### src/rtl/reg_bus_if.sv
// Register-bus arbiter signal bundle: two requesting masters and one shared
// register port.
//
// Handshake: a master raises mN_req with we/addr/wdata/wstrb stable and keeps it
// high until it sees mN_done.  mN_done is a one-cycle pulse.  rdata and err are
// valid from that pulse onward.  The master drops req in its done cycle.  The
// shared port is strobe based: t_wen or t_ren is high for one cycle.  During that
// cycle the register file answers combinationally on t_rdata / t_error.
interface reg_bus_if #(
    parameter int DATA_WIDTH     = 32,
    parameter int REG_ADDR_WIDTH = 4
);
    localparam int STRB_WIDTH = DATA_WIDTH / 8;

    logic                      m0_req;
    logic                      m0_we;
    logic [REG_ADDR_WIDTH-1:0] m0_addr;
    logic [DATA_WIDTH-1:0]     m0_wdata;
    logic [STRB_WIDTH-1:0]     m0_wstrb;
    logic                      m0_done;
    logic [DATA_WIDTH-1:0]     m0_rdata;
    logic                      m0_err;

    logic                      m1_req;
    logic                      m1_we;
    logic [REG_ADDR_WIDTH-1:0] m1_addr;
    logic [DATA_WIDTH-1:0]     m1_wdata;
    logic [STRB_WIDTH-1:0]     m1_wstrb;
    logic                      m1_done;
    logic [DATA_WIDTH-1:0]     m1_rdata;
    logic                      m1_err;

    logic [REG_ADDR_WIDTH-1:0] t_addr;
    logic [DATA_WIDTH-1:0]     t_wdata;
    logic [STRB_WIDTH-1:0]     t_wstrb;
    logic                      t_wen;
    logic                      t_ren;
    logic [DATA_WIDTH-1:0]     t_rdata;
    logic                      t_error;

    // Arbiter side.
    modport slave (
        input  m0_req, m0_we, m0_addr, m0_wdata, m0_wstrb,
        output m0_done, m0_rdata, m0_err,
        input  m1_req, m1_we, m1_addr, m1_wdata, m1_wstrb,
        output m1_done, m1_rdata, m1_err,
        output t_addr, t_wdata, t_wstrb, t_wen, t_ren,
        input  t_rdata, t_error
    );

    // Environment side: the masters plus the register file.
    modport master (
        output m0_req, m0_we, m0_addr, m0_wdata, m0_wstrb,
        input  m0_done, m0_rdata, m0_err,
        output m1_req, m1_we, m1_addr, m1_wdata, m1_wstrb,
        input  m1_done, m1_rdata, m1_err,
        input  t_addr, t_wdata, t_wstrb, t_wen, t_ren,
        output t_rdata, t_error
    );
endinterface

### src/rtl/reg_bus_arbiter.sv
// Two-master round-robin arbiter onto a single-cycle register port.
// Each access runs IDLE -> ACCESS -> DONE, so peak throughput is one access
// every three cycles.
module reg_bus_arbiter #(
    parameter int DATA_WIDTH     = 32,
    parameter int REG_ADDR_WIDTH = 4
) (
    input  logic       clk,
    input  logic       rst_n,
    reg_bus_if.slave   bus,
    output logic [1:0] dbg_state
);
    localparam int STRB_WIDTH = DATA_WIDTH / 8;

    localparam logic [1:0] IDLE   = 2'd0;
    localparam logic [1:0] ACCESS = 2'd1;
    localparam logic [1:0] DONE   = 2'd2;

    logic [1:0]                state;
    logic [1:0]                state_nxt;
    logic                      last_gnt;   // port granted most recently
    logic                      cur;        // port owning the current access
    logic                      lat_we;
    logic [REG_ADDR_WIDTH-1:0] lat_addr;
    logic [DATA_WIDTH-1:0]     lat_wdata;
    logic [STRB_WIDTH-1:0]     lat_wstrb;
    logic [DATA_WIDTH-1:0]     rdata0_q;
    logic [DATA_WIDTH-1:0]     rdata1_q;
    logic                      err0_q;
    logic                      err1_q;
    logic                      any_req;
    logic                      pick1;

    // Winner selection: a lone requester wins; on a tie, the port not granted last wins.
    always_comb begin
        any_req = bus.m0_req | bus.m1_req;
        pick1   = bus.m1_req & (~bus.m0_req | ~last_gnt);
    end

    // Next-state logic: exactly one step per cycle, and IDLE waits for a request.
    always_comb begin
        state_nxt = state;
        case (state)
            IDLE:    if (any_req) state_nxt = ACCESS;
            ACCESS:  state_nxt = DONE;
            DONE:    state_nxt = IDLE;
            default: state_nxt = IDLE;
        endcase
    end

    // State register.
    always_ff @(posedge clk or negedge rst_n) begin
        if (!rst_n) state <= IDLE;
        else        state <= state_nxt;
    end

    // Take a grant in IDLE: remember the owner and latch its request fields.
    always_ff @(posedge clk or negedge rst_n) begin
        if (!rst_n) begin
            last_gnt  <= 1'b1;
            cur       <= 1'b0;
            lat_we    <= 1'b0;
            lat_addr  <= '0;
            lat_wdata <= '0;
            lat_wstrb <= '0;
        end else if (state == IDLE && any_req) begin
            last_gnt  <= pick1;
            cur       <= pick1;
            lat_we    <= pick1 ? bus.m1_we    : bus.m0_we;
            lat_addr  <= pick1 ? bus.m1_addr  : bus.m0_addr;
            lat_wdata <= pick1 ? bus.m1_wdata : bus.m0_wdata;
            lat_wstrb <= pick1 ? bus.m1_wstrb : bus.m0_wstrb;
        end
    end

    // Capture the register-file response at the end of ACCESS.
    // Read data is captured only on reads; the error flag is captured on every access.
    always_ff @(posedge clk or negedge rst_n) begin
        if (!rst_n) begin
            rdata0_q <= '0;
            rdata1_q <= '0;
            err0_q   <= 1'b0;
            err1_q   <= 1'b0;
        end else if (state == ACCESS) begin
            if (cur) begin
                err1_q <= bus.t_error;
                if (!lat_we) rdata1_q <= bus.t_rdata;
            end else begin
                err0_q <= bus.t_error;
                if (!lat_we) rdata0_q <= bus.t_rdata;
            end
        end
    end

    // Outputs: the strobes and done are decoded from state.
    // Because of that, an asynchronous reset drops them at once.
    always_comb begin
        bus.t_addr   = lat_addr;
        bus.t_wdata  = lat_wdata;
        bus.t_wstrb  = lat_wstrb;
        bus.t_wen    = (state == ACCESS) &  lat_we;
        bus.t_ren    = (state == ACCESS) & ~lat_we;
        bus.m0_done  = (state == DONE) & ~cur;
        bus.m1_done  = (state == DONE) &  cur;
        bus.m0_rdata = rdata0_q;
        bus.m1_rdata = rdata1_q;
        bus.m0_err   = err0_q;
        bus.m1_err   = err1_q;
        dbg_state    = state;
    end
endmodule

### src/flat_wrapper.sv
// flat-port wrapper written by rule: the top's interface ports become plain ports
module reg_bus_arbiter_flat 
#(
    parameter int DATA_WIDTH     = 32,
    parameter int REG_ADDR_WIDTH = 4
)
  (clk, rst_n, dbg_state, bus_m0_req, bus_m0_we, bus_m0_addr, bus_m0_wdata, bus_m0_wstrb, bus_m0_done, bus_m0_rdata, bus_m0_err, bus_m1_req, bus_m1_we, bus_m1_addr, bus_m1_wdata, bus_m1_wstrb, bus_m1_done, bus_m1_rdata, bus_m1_err, bus_t_addr, bus_t_wdata, bus_t_wstrb, bus_t_wen, bus_t_ren, bus_t_rdata, bus_t_error);
  reg_bus_if #(.DATA_WIDTH(DATA_WIDTH), .REG_ADDR_WIDTH(REG_ADDR_WIDTH)) bus_i ();
  input  logic clk;
  input  logic rst_n;
  output logic [1:0] dbg_state;
  input wire logic [$bits(bus_i.m0_req)-1:0] bus_m0_req;
  input wire logic [$bits(bus_i.m0_we)-1:0] bus_m0_we;
  input wire logic [$bits(bus_i.m0_addr)-1:0] bus_m0_addr;
  input wire logic [$bits(bus_i.m0_wdata)-1:0] bus_m0_wdata;
  input wire logic [$bits(bus_i.m0_wstrb)-1:0] bus_m0_wstrb;
  output wire logic [$bits(bus_i.m0_done)-1:0] bus_m0_done;
  output wire logic [$bits(bus_i.m0_rdata)-1:0] bus_m0_rdata;
  output wire logic [$bits(bus_i.m0_err)-1:0] bus_m0_err;
  input wire logic [$bits(bus_i.m1_req)-1:0] bus_m1_req;
  input wire logic [$bits(bus_i.m1_we)-1:0] bus_m1_we;
  input wire logic [$bits(bus_i.m1_addr)-1:0] bus_m1_addr;
  input wire logic [$bits(bus_i.m1_wdata)-1:0] bus_m1_wdata;
  input wire logic [$bits(bus_i.m1_wstrb)-1:0] bus_m1_wstrb;
  output wire logic [$bits(bus_i.m1_done)-1:0] bus_m1_done;
  output wire logic [$bits(bus_i.m1_rdata)-1:0] bus_m1_rdata;
  output wire logic [$bits(bus_i.m1_err)-1:0] bus_m1_err;
  output wire logic [$bits(bus_i.t_addr)-1:0] bus_t_addr;
  output wire logic [$bits(bus_i.t_wdata)-1:0] bus_t_wdata;
  output wire logic [$bits(bus_i.t_wstrb)-1:0] bus_t_wstrb;
  output wire logic [$bits(bus_i.t_wen)-1:0] bus_t_wen;
  output wire logic [$bits(bus_i.t_ren)-1:0] bus_t_ren;
  input wire logic [$bits(bus_i.t_rdata)-1:0] bus_t_rdata;
  input wire logic [$bits(bus_i.t_error)-1:0] bus_t_error;
  assign bus_i.m0_req = bus_m0_req;
  assign bus_i.m0_we = bus_m0_we;
  assign bus_i.m0_addr = bus_m0_addr;
  assign bus_i.m0_wdata = bus_m0_wdata;
  assign bus_i.m0_wstrb = bus_m0_wstrb;
  assign bus_m0_done = bus_i.m0_done;
  assign bus_m0_rdata = bus_i.m0_rdata;
  assign bus_m0_err = bus_i.m0_err;
  assign bus_i.m1_req = bus_m1_req;
  assign bus_i.m1_we = bus_m1_we;
  assign bus_i.m1_addr = bus_m1_addr;
  assign bus_i.m1_wdata = bus_m1_wdata;
  assign bus_i.m1_wstrb = bus_m1_wstrb;
  assign bus_m1_done = bus_i.m1_done;
  assign bus_m1_rdata = bus_i.m1_rdata;
  assign bus_m1_err = bus_i.m1_err;
  assign bus_t_addr = bus_i.t_addr;
  assign bus_t_wdata = bus_i.t_wdata;
  assign bus_t_wstrb = bus_i.t_wstrb;
  assign bus_t_wen = bus_i.t_wen;
  assign bus_t_ren = bus_i.t_ren;
  assign bus_i.t_rdata = bus_t_rdata;
  assign bus_i.t_error = bus_t_error;
  reg_bus_arbiter #(.DATA_WIDTH(DATA_WIDTH), .REG_ADDR_WIDTH(REG_ADDR_WIDTH)) u_core (.clk(clk), .rst_n(rst_n), .bus(bus_i), .dbg_state(dbg_state));
endmodule
### config.mk
export PLATFORM = sky130hd
export DESIGN_NAME = reg_bus_arbiter_flat
export DESIGN_NICKNAME = d
export VERILOG_FILES = /design/src/rtl/reg_bus_if.sv /design/src/rtl/reg_bus_arbiter.sv /design/src/flat_wrapper.sv
export SDC_FILE = /design/constraint.sdc
export NUM_CORES = 1
export LEC_CHECK = 0
export CAP_MARGIN = 20
export CELL_PAD_IN_SITES_DETAIL_PLACEMENT = 1
export CELL_PAD_IN_SITES_GLOBAL_PLACEMENT = 2
export CORE_AREA = 2 2 140 142
export DETAILED_ROUTE_END_ITERATION = 12
export DIE_AREA = 0 0 142 144
export PLACE_DENSITY_LB_ADDON = 0.1
export SLEW_MARGIN = 40
export SYNTH_ARGS = -nofsm -noshare
export SYNTH_HDL_FRONTEND = slang
export SYNTH_SLANG_ARGS = --single-unit
### constraint.sdc
create_clock -name clk -period 2.2 [get_ports clk]
set_clock_uncertainty 0.1 [all_clocks]
set_input_delay 0.55 -clock clk [delete_from_list [all_inputs] [get_ports clk]]
set_output_delay 0.55 -clock clk [all_outputs]
set_load 0.02 [all_outputs]
Word level (Yosys, flattened, before mapping)
Index checks and enable logic that the tools add are counted. Widths: inputs -> output; s select.

Flip-flop bits (word level): 111. Input port bits: 119. Output and inout bits: 112. Word-level logic and storage cells: 37.

Eq/ne operators: 3. Multiplexer cells: 6. Bitwise logic cells: 11. Reduce and logical (&&, ||, !) cells: 6.

Operators with widths (count): $mux 32 (1); $mux 4 (2); $reduce_and 3->1 (2); $and 1x1->1 (5); $not 1->1 (4); $pmux 2 s2 (1); $reduce_and 2->1 (2); $eq 2x1->1 const B (1); $eq 2x2->1 const B (1); $logic_not 2->1 (1); $mux 2 (1); $ne 2x1->1 const B (1); $or 1x1->1 (2); $logic_and 1x1->1 (1); $mux 1 (1).

Logic depth before layout (Yosys ltp)
Gate-level depths: netlist of the first run.

Depth after elaboration: 4. Gate-level depth with buffers: 5. Mapped depth without buffers: 4.

Worst setup path after synthesis of the first run
OpenSTA, ideal clock, no wires.

Kind: input -> register. From: in bus_m1_req. To: reg u_core.lat_addr[0], in the netlist u_core.bus.t_addr[0]. Library setup time: 0.125 ns. Arrival: 1.553 ns. Required time: 1.975 ns. Slack: 0.422 ns. Stages on the path: 5. Buffers on the path: 2. Cells stage by stage: a21bo_1 buf_6 buf_12 mux2_4 mux2_4.

Cells in the longest elaborated chain, start to end: 2. Elaborated cells between the ends (all ways): 4. Those cells by class: mux: 1; bitwise: 2; reduce/logical: 1.

Ends and longest elaborated chain: from (decl) (line flat_wrapper.sv:20) `input wire logic [$bits(bus_i.m1_req)-1:0] bus_m1_req;`; $and 1x1->1 or $or 1x1->1 (tied branches) (line reg_bus_arbiter.sv:37, reg_bus_arbiter.sv:36); $mux 4 or $logic_and 1x1->1 (tied branches) (line reg_bus_arbiter.sv:70, reg_bus_arbiter.sv:66); to (signal assigned) (line reg_bus_arbiter.sv:70) `lat_addr <= pick1 ? bus.m1_addr : bus.m0_addr;`; to (decl) (line reg_bus_arbiter.sv:24) `logic [REG_ADDR_WIDTH-1:0] lat_addr;`.

Several ways; a longest one is shown, not always the timed one. A chain may end at the register's enable or synchronous reset.

Worst setup path in the final report of the first run
From: reg u_core.state[1], in the netlist u_core.dbg_state[1]. To: out bus_t_wen.

Cells in the longest elaborated chain, start to end: 2.

Ends and longest elaborated chain: from (decl) (line reg_bus_arbiter.sv:19) `logic [1:0] state;`; from (signal assigned) (line reg_bus_arbiter.sv:54) `else state <= state_nxt;`; $eq 2x1->1 (line reg_bus_arbiter.sv:101) `bus.t_wen = (state == ACCESS) & lat_we;`; $and 1x1->1 (line reg_bus_arbiter.sv:101); to (decl) (line flat_wrapper.sv:31) `output wire logic [$bits(bus_i.t_wen)-1:0] bus_t_wen;`.

No other way between the ends.

==> results of run 1 <==
per-layer routing:
metal	vias to the layer above	routed length [um]
li1	1526	-
met1	1677	5680
met2	145	6230
met3	11	1280
met4	0	202
met5	-	0
path summary, 6_finish.rpt:
check	from	endpoint
worst max-delay path	u_core.dbg_state[1]	bus_t_wen
worst min-delay path	rst_n	u_core.bus.m1_rdata[22]
worst max register to register	u_core.last_gnt	u_core.bus.t_wdata[10]
worst min register to register	u_core.last_gnt	u_core.last_gnt
max in group asynchronous	rst_n	u_core.bus.m1_rdata[16]
min in group clk	u_core.last_gnt	u_core.last_gnt
kinds of logic (layout without fill, tap and decap cells):
group	count (synthesis)	in the layout	share of synthesized area, %
AND/OR/NAND/NOR	11	11	1.86
buffers and inverters	18	269	3.75
flip-flops	111	111	55.1
AO/OA/AOI/OAI	1	1	0.198
multiplexers	150	150	39.1
power by group:
part / switching [mW] / total, mW / internal, mW
Combinational: 2.76 / 6.41 / 3.64
Sequential: 0.587 / 3.69 / 3.10
Clock: 0.735 / 1.54 / 0.807
Total: 4.08 / 11.6 / 7.55
through the flow:
| stage | setup slack, ns | total power, mW | hold WS (ns) |
|---|---|---|---|
| 6_report | 0.0740 | 11.6 | 0.0219 |
| 5_1_grt | 0.0118 | 12.3 | 0.0382 |
| 4_1_cts | 0.0388 | 11.8 | 0.0217 |
| 3_5_place_dp | -0.132 | 10.2 | 0.381 |
| 3_3_place_gp | -0.111 | 10.1 | 0.364 |
| 2_1_floorplan | 0.422 | 7.18 | 0.154 |
area by class of cell:
cell class / instances / area (um^2)
clock buffers: 14 / 254
clock inverters: 2 / 16.3
fillers: 1968 / 11100
inverters: 3 / 11.3
multi-input cells: 162 / 2080
flip-flops and latches: 111 / 2780
well taps: 238 / 298
repair buffers: 250 / 2540
state kept, by name, indices dropped and copies added (netlist names):
name / cells
u_core.lat_we: 1
u_core.bus.t_addr: 4
u_core.bus.m1_err: 1
u_core.bus.m0_rdata: 32
u_core.bus.m0_err: 1
u_core.bus.t_wdata: 32
u_core.bus.t_wstrb: 4
u_core.last_gnt: 1
u_core.dbg_state: 2
u_core.cur: 1
u_core.bus.m1_rdata: 32
cell usage in the layout, fill, tap and decap left out:
| cell type | netlist | routed |
|---|---|---|
| sky130_fd_sc_hd__clkdlybuf4s50_1 | 0 | 225 |
| sky130_fd_sc_hd__dfrtp_1 | 110 | 109 |
| sky130_fd_sc_hd__mux2_4 | 76 | 76 |
| sky130_fd_sc_hd__mux2_2 | 68 | 68 |
| sky130_fd_sc_hd__buf_4 | 7 | 13 |
| sky130_fd_sc_hd__clkbuf_16 | 0 | 9 |
| sky130_fd_sc_hd__buf_12 | 4 | 8 |
| sky130_fd_sc_hd__mux2_1 | 4 | 4 |
| sky130_fd_sc_hd__clkbuf_1 | 0 | 4 |
| sky130_fd_sc_hd__dlygate4sd2_1 | 0 | 4 |
| sky130_fd_sc_hd__nor2_1 | 3 | 3 |
| sky130_fd_sc_hd__inv_1 | 3 | 3 |
| sky130_fd_sc_hd__nor3_4 | 3 | 3 |
| sky130_fd_sc_hd__nor3b_1 | 2 | 2 |
| sky130_fd_sc_hd__mux2i_1 | 2 | 2 |
| sky130_fd_sc_hd__nand2b_2 | 1 | 1 |
| sky130_fd_sc_hd__and2_1 | 1 | 1 |
| sky130_fd_sc_hd__a21bo_2 | 0 | 1 |
| sky130_fd_sc_hd__nand2_1 | 1 | 1 |
| sky130_fd_sc_hd__clkbuf_8 | 0 | 1 |
| sky130_fd_sc_hd__inv_6 | 0 | 1 |
| sky130_fd_sc_hd__clkinvlp_4 | 0 | 1 |
| sky130_fd_sc_hd__dfrtp_2 | 0 | 1 |
| sky130_fd_sc_hd__dfstp_2 | 1 | 1 |
timing repair:
item / in CTS / in global routing
endpoints found under the hold margin: 0 / 0
hold buffers: 0 / 0
setup endpoints to repair: 4 / 0
resized for setup: 5 / 0
worst max-delay path: stages, from the launching register on:
cell	delay, ns
sky130_fd_sc_hd__dfrtp_1	0.38
sky130_fd_sc_hd__nand2b_2	0.19
sky130_fd_sc_hd__inv_1	0.09
sky130_fd_sc_hd__and2_1	0.13
sky130_fd_sc_hd__dlygate4sd2_1	0.34
==> impl.org, run 1 <==
** Timing
- Measured slew at the worst slew-check pin :: a little over 0.4 ns
- Period utilization :: between 90% and 100%
- For the final routed database, the setup TNS stands at 0 ns.
- Final hold viol count :: 0
- Highest clock frequency the design can meet :: 0.470 GHz
- Min cycle time layout :: 2.13 ns
- Setup violations remaining at the end of the flow were counted as 0.
- Unrepaired setup endpoints after global routing :: no
- Remaining max-slew budget at the tightest pin :: 72.8%
- The max-slew violation count came to 0.

** Global route
- Global routing used 21.2% of the available met2 tracks.
- The layer flagged by global routing as most heavily used is met2.
- The first global-routing pass estimated 20.6 mm of wire.
- Global routing consumed, on the met1 layer, approximately 16% of the routing resources.
- Antenna violations before repair :: 0
- After global routing the overflow that remains totals 0.
- Global routing used 4.90% of the available met3 tracks.
- The via count of the first global-routing pass is roughly 3,700.
- Maximum number of pins on one net before global-route repair :: 43
- GRT Total Usage :: 13.2%

** Synthesis
- Sorting the synthesized cells by area gives the leading types as sky130_fd_sc_hd__dfrtp_1 55%, sky130_fd_sc_hd__mux2_4 23%, sky130_fd_sc_hd__mux2_2 15%, sky130_fd_sc_hd__buf_12 1.6%, sky130_fd_sc_hd__buf_4 1.0%.
- Top cell type by total area after synthesis :: sky130_fd_sc_hd__dfrtp_1
- FFs w/ async S/R, synth :: 100%
- Synthesized area per cell :: 17.3 um^2
- Seq/Total Area, Yosys :: 55.1%
- Commonest cells post-synth :: 110 x sky130_fd_sc_hd__dfrtp_1, 76 x sky130_fd_sc_hd__mux2_4, 68 x sky130_fd_sc_hd__mux2_2, 7 x sky130_fd_sc_hd__buf_4
- Counting flops and latches in the post-synthesis netlist gives roughly 110.
- The top cell type by area accounts for 54.6% of the synthesized area.
- Warnings from Yosys :: 0
- Synthesis produced 291 cells.
- Yosys mapped the design onto 17 distinct sky130hd cell types.
- For this run, the leading register cell type out of synthesis is sky130_fd_sc_hd__dfrtp_1.
- The cell area that synthesis handed to floorplanning was 5040 um^2.
- By instance count, the leading cell after synthesis is sky130_fd_sc_hd__dfrtp_1.
- When the netlist entered floorplanning its net count stood at 410.
- Number of enable-type register cells in the synthesized netlist :: 0

** Placed design
- Placer Congestion :: 0.686
- Input and output buffers added on the ports amount to 230.
- Number of placed instances with taps included :: 764
- Hpwl dp :: 10.1 mm
- Area of placed instances :: roughly 7700 um^2

** Final layout
- For this run, the post-layout net count is ~660.
- After the flow finishes, the layout carries non-filler instances totaling between 700 and 800.
- In the final layout, the share of cells above drive strength 1 is 33.9%.
- Cells fill 41.8% of the core in the end.
- Post-route cell area :: 7980 um^2
- Diode count :: 0
- Signed area change from the synthesized netlist to the final layout :: 58.2%

** CTS
- Once the clock tree was built, the setup fixing pass inserted 0 buffers.
- The tree is rooted in a sky130_fd_sc_hd__clkbuf_16.
- No sink is reached through more buffers than the 2 on the longest clock path.
- CTS tree :: built
- Number of sinks handled by clock tree synthesis :: 111
- Insertion delay to the later sink of the worst-skew pair :: 0.35 ns
- The H-tree generated during clock tree synthesis spans 3 levels.
- Clock-pin slew was measured on the worst setup and hold paths at approximately 0.070 ns.
- Clock tree synthesis inserted a total of 9 buffers.

** Drt
- In the routed layout, each cell is associated on average with a via count of 4.31.
- Total vias in the final route :: 3,359
- Antenna Nets Post-Route :: 0
- After detailed routing, the number of remaining DRC violations is 0.
- Total Routed Length :: roughly 13 mm
- Dividing the detail-routed wire length by the instance count gives 17.2 um.
- 1st-iter DRT viols :: 79
- The pre-antenna-repair detailed-routing pass consisted of 3 iterations.

** Floorplanning
- After floorplanning, the core was divided into 51 placement rows.
- Initial Util :: 26.4%
- In this run the count of I/O pins placed on the die edge is 231.
- Area enclosed by the die boundary :: 20,400 um^2
- The floorplan step set the die width to 142 um.
- Die Y-Extent :: 144 um
- Area of the core :: ~19,000 um^2

** Worst setup path
- The setup path with the least slack is of type reg2out.
- The worst register-to-register path has a depth of 4.
- Critical path peak fanout :: 3
- CP Data Required Time :: 1.55 ns
- STA classifies the critical path startpoint as a flip-flop.
- STA classifies the critical path endpoint as an output port.
- For the worst setup path, the data arrival time is 1.48 ns.
- For flop-to-flop paths, the worst setup slack is around 0.38 ns.

** Min path
- Classification of the worst-slack hold path :: in2async

** Run
- The tool flagged a number of max-cap violations equal to 0.

** Pwr
- Power spread over the standard cell area amounts to 1460 nW/um^2.
- Across the VDD grid, the largest voltage drop is 0.439 mV.
- In this run the static leakage power is 3.44 nW.

** Status
- Result of the run :: completed
No activity file was read; power rests on OpenSTA's default activity.
==> run 2, diff against run 1 <==
--- a/config.mk
+++ b/config.mk
@@ -12,6 +12,7 @@
 export DETAILED_ROUTE_END_ITERATION = 12
 export DIE_AREA = 0 0 142 144
 export PLACE_DENSITY_LB_ADDON = 0.1
+export SETUP_SLACK_MARGIN = 0.02
 export SLEW_MARGIN = 40
 export SYNTH_ARGS = -nofsm -noshare
 export SYNTH_HDL_FRONTEND = slang
==> impl.org, run 2 (same netlist as run 1, synthesis figures left out) <==
** Drt
- Average wire per cell in the routed design :: 17.2 um (about the same)
- Residual DRC :: 0 (unchanged)
- The detailed-route vias per instance was 4.30 (was 4.31).
- The number of nets with antenna violations after detailed routing was 0 (unchanged).
- The total detailed-routing wirelength was 13.4 mm (about the same).
- The total iterations of the first detailed-routing run is 3 (unchanged).
- The total number of vias is 3,356 (was 3,359).
- The iteration-0 DRC count of the detailed router is 75 (was 79).

** Worst setup path
- The beginning of the worst register-to-register path was u_core.last_gnt (unchanged).
- The reg2reg setup slack was 0.38 ns (about the same).
- The data arrival time of the critical path was 1.45 ns (was 1.48 ns).
- Path depth of the worst reg2reg path :: 4 (unchanged)
- CP startpoint :: u_core.dbg_state[1] (unchanged)
- Critical path peak fanout :: 3 (unchanged)
- Critical path endpoint category :: output port (unchanged)
- CP Data Required Time :: 1.55 ns (about the same)
- The kind of launch point of the worst setup path is a flip-flop (unchanged).
- The critical setup path kind was reg2out (unchanged).

** CTS
- The CTS tree was built (unchanged).
- The clock-pin transition on the worst setup and hold timing paths came to 0.07 ns (about the same).
- Number of sinks handled by clock tree synthesis :: 111 (unchanged)
- Root Buffer :: sky130_fd_sc_hd__clkbuf_16 (unchanged)
- The clock latency at the later pin of the worst-skew pair was 0.35 ns (about the same).
- The maximum level of the CTS H-tree is 3 (unchanged).
- The number of buffers added for setup after CTS was 0 (unchanged).
- The maximum root-to-sink buffer count is 2 (unchanged).
- Number of CTS-inserted buffers :: 9 (unchanged)

** Placed design
- The count of buffers from port buffering is 230 (unchanged).
- Area of placed instances :: 7710 um^2 (unchanged)
- The half-perimeter wire length after detailed placement came to 10.1 mm (unchanged).
- The weighted congestion reported at the end of routability-driven placement came to 0.686 (unchanged).

** Final layout
- Filler Cells Inserted :: 1,967 (was 1,968)
- Seq. cell area :: 2780 um^2 (unchanged)
- The net count reported at finish is 656 (unchanged).
- Signed area change from the synthesized netlist to the final layout :: 58.2% (about the same)
- The antenna diode count was 0 (unchanged).
- Multi-input logic area :: 2080 um^2 (unchanged)
- Post-route cell area :: 7980 um^2 (about the same)
- Most common library cell in the layout ignoring fill and taps :: sky130_fd_sc_hd__clkdlybuf4s50_1 (unchanged)
- The share of layout cells above drive strength 1 came to 33.9% (unchanged).
- Most frequent cells in the layout :: 225 x sky130_fd_sc_hd__clkdlybuf4s50_1, 109 x sky130_fd_sc_hd__dfrtp_1, 76 x sky130_fd_sc_hd__mux2_4, 68 x sky130_fd_sc_hd__mux2_2, 13 x sky130_fd_sc_hd__buf_4 (unchanged)

** Pwr
- The peak supply drop is 0.439 mV (about the same).
- Total power after layout :: 11.6 mW (about the same)
- Leakage component of the power :: 3.44 nW (about the same)
- Pwr per Cell Area :: 1460 nW/um^2 (about the same)

** Global route
- The global router's overall resource usage came to 13.2% (unchanged).
- The via count of the first global-routing pass was 3,702 (unchanged).
- Maximum number of pins on one net before global-route repair :: 43 (unchanged)
- Aggregate global routing overflow :: 0 (unchanged)
- The number of antenna violations at the first check in global routing came to 0 (unchanged).
- The global-route wire length before repair was 20.6 mm (unchanged).

** Run
- MaxCap Viol Count :: 0 (unchanged)

** Timing
- Final-report max-slew violation count :: 0 (unchanged)
- The relative max-transition margin was 72.9% (was 72.8%).
- Unrepaired setup endpoints after global routing :: no (unchanged)
- The final period demand of the worst path is 2.10 ns (was 2.13 ns).
- The final count of negative-setup-slack endpoints was 0 (unchanged).
- Worst hold slack :: 0.0210 ns (was 0.0219 ns)
- The maximum clock rate was 0.477 GHz (was 0.470 GHz).
- The portion of the clock cycle consumed by the worst path in the final layout is 95.4% (was 96.6%).
- Measured slew at the worst slew-check pin :: 0.406 ns (was 0.408 ns)
- The final-report hold violation count came to 0 (unchanged).

** Floorplanning
- Area of the core :: 19,100 um^2 (unchanged)
- The initial standard-cell utilization of the core is 26.4% (unchanged).
- The area of the die was 20,400 um^2 (unchanged).
- Die Y-Extent :: 144 um (unchanged)
- Number of top-level design ports :: 231 (unchanged)
- The width of the die was 142 um (unchanged).
- Rows :: 51 (unchanged)

** Status
- Result of the run: completed (unchanged).

** Min path
- Classification of the worst-slack hold path :: in2async (unchanged)
## run 2: power breakdown
group          switching (mW)  internal (mW)  total, mW
sequential              0.586           3.10       3.69
clock                   0.736          0.808       1.54
combinational            2.76           3.64       6.41
total                    4.09           7.55       11.6
## run 2: critical path, cell delays in order (launching register included)
cell	delay, ns
sky130_fd_sc_hd__dfrtp_1	0.38
sky130_fd_sc_hd__nand2b_2	0.19
sky130_fd_sc_hd__inv_1	0.09
sky130_fd_sc_hd__and2_1	0.13
sky130_fd_sc_hd__clkdlybuf4s15_1	0.31
## run 2: area by class of cell
| class | instances | share of cell area, % |
|---|---|---|
| Inverter | 3 | 0.141 |
| Clock inverter | 2 | 0.204 |
| Sequential cell | 111 | 34.8 |
| Clock buffer | 14 | 3.18 |
| Tap cell | 238 | 3.73 |
| Timing Repair Buffer | 250 | 31.9 |
| Multi-Input combinational cell | 162 | 26.0 |
## run 2: final timing paths
path                                           end
setup / recovery                         bus_t_wen
hold / removal             u_core.bus.m1_rdata[22]
setup reg to reg            u_core.bus.t_wdata[10]
hold reg to reg                    u_core.last_gnt
max in group asynchronous  u_core.bus.m1_rdata[16]
min in group clk                   u_core.last_gnt
## run 2: repair_timing
action,4_1_cts,5_1_grt
resized for setup,5,1
hold buffers,0,0
endpoints found under the setup margin,4,1
## run 2: per-stage QoR
| stage | worst slack, ns | utilization (%) | setup TNS (ns) | std cells |
|---|---|---|---|---|
| 6_report | 0.101 | 41.8 | 0 | 780 |
| 5_1_grt | 0.0303 | 41.8 | 0 | 780 |
| 4_1_cts | 0.0388 | 41.8 | 0 | 780 |
| 3_5_place_dp | -0.132 | 40.4 | -4.25 | 764 |
| 3_3_place_gp | -0.111 | 40.4 | -3.68 | 764 |
| 2_1_floorplan | 0.422 | - | 0 | 291 |
## run 2: layer usage
metal | up-vias | GRT usage, % | wire length (um) | part of all wire, %
met2 | 145 | 21.2 | 6230 | 47
met3 | 11 | 4.90 | 1280 | 9.5
met1 | 1674 | 16.2 | 5680 | 42
li1 | 1526 | - | - | -
met5 | - | 0 | 0 | 0
met4 | 0 | 4.89 | 202 | 1.5
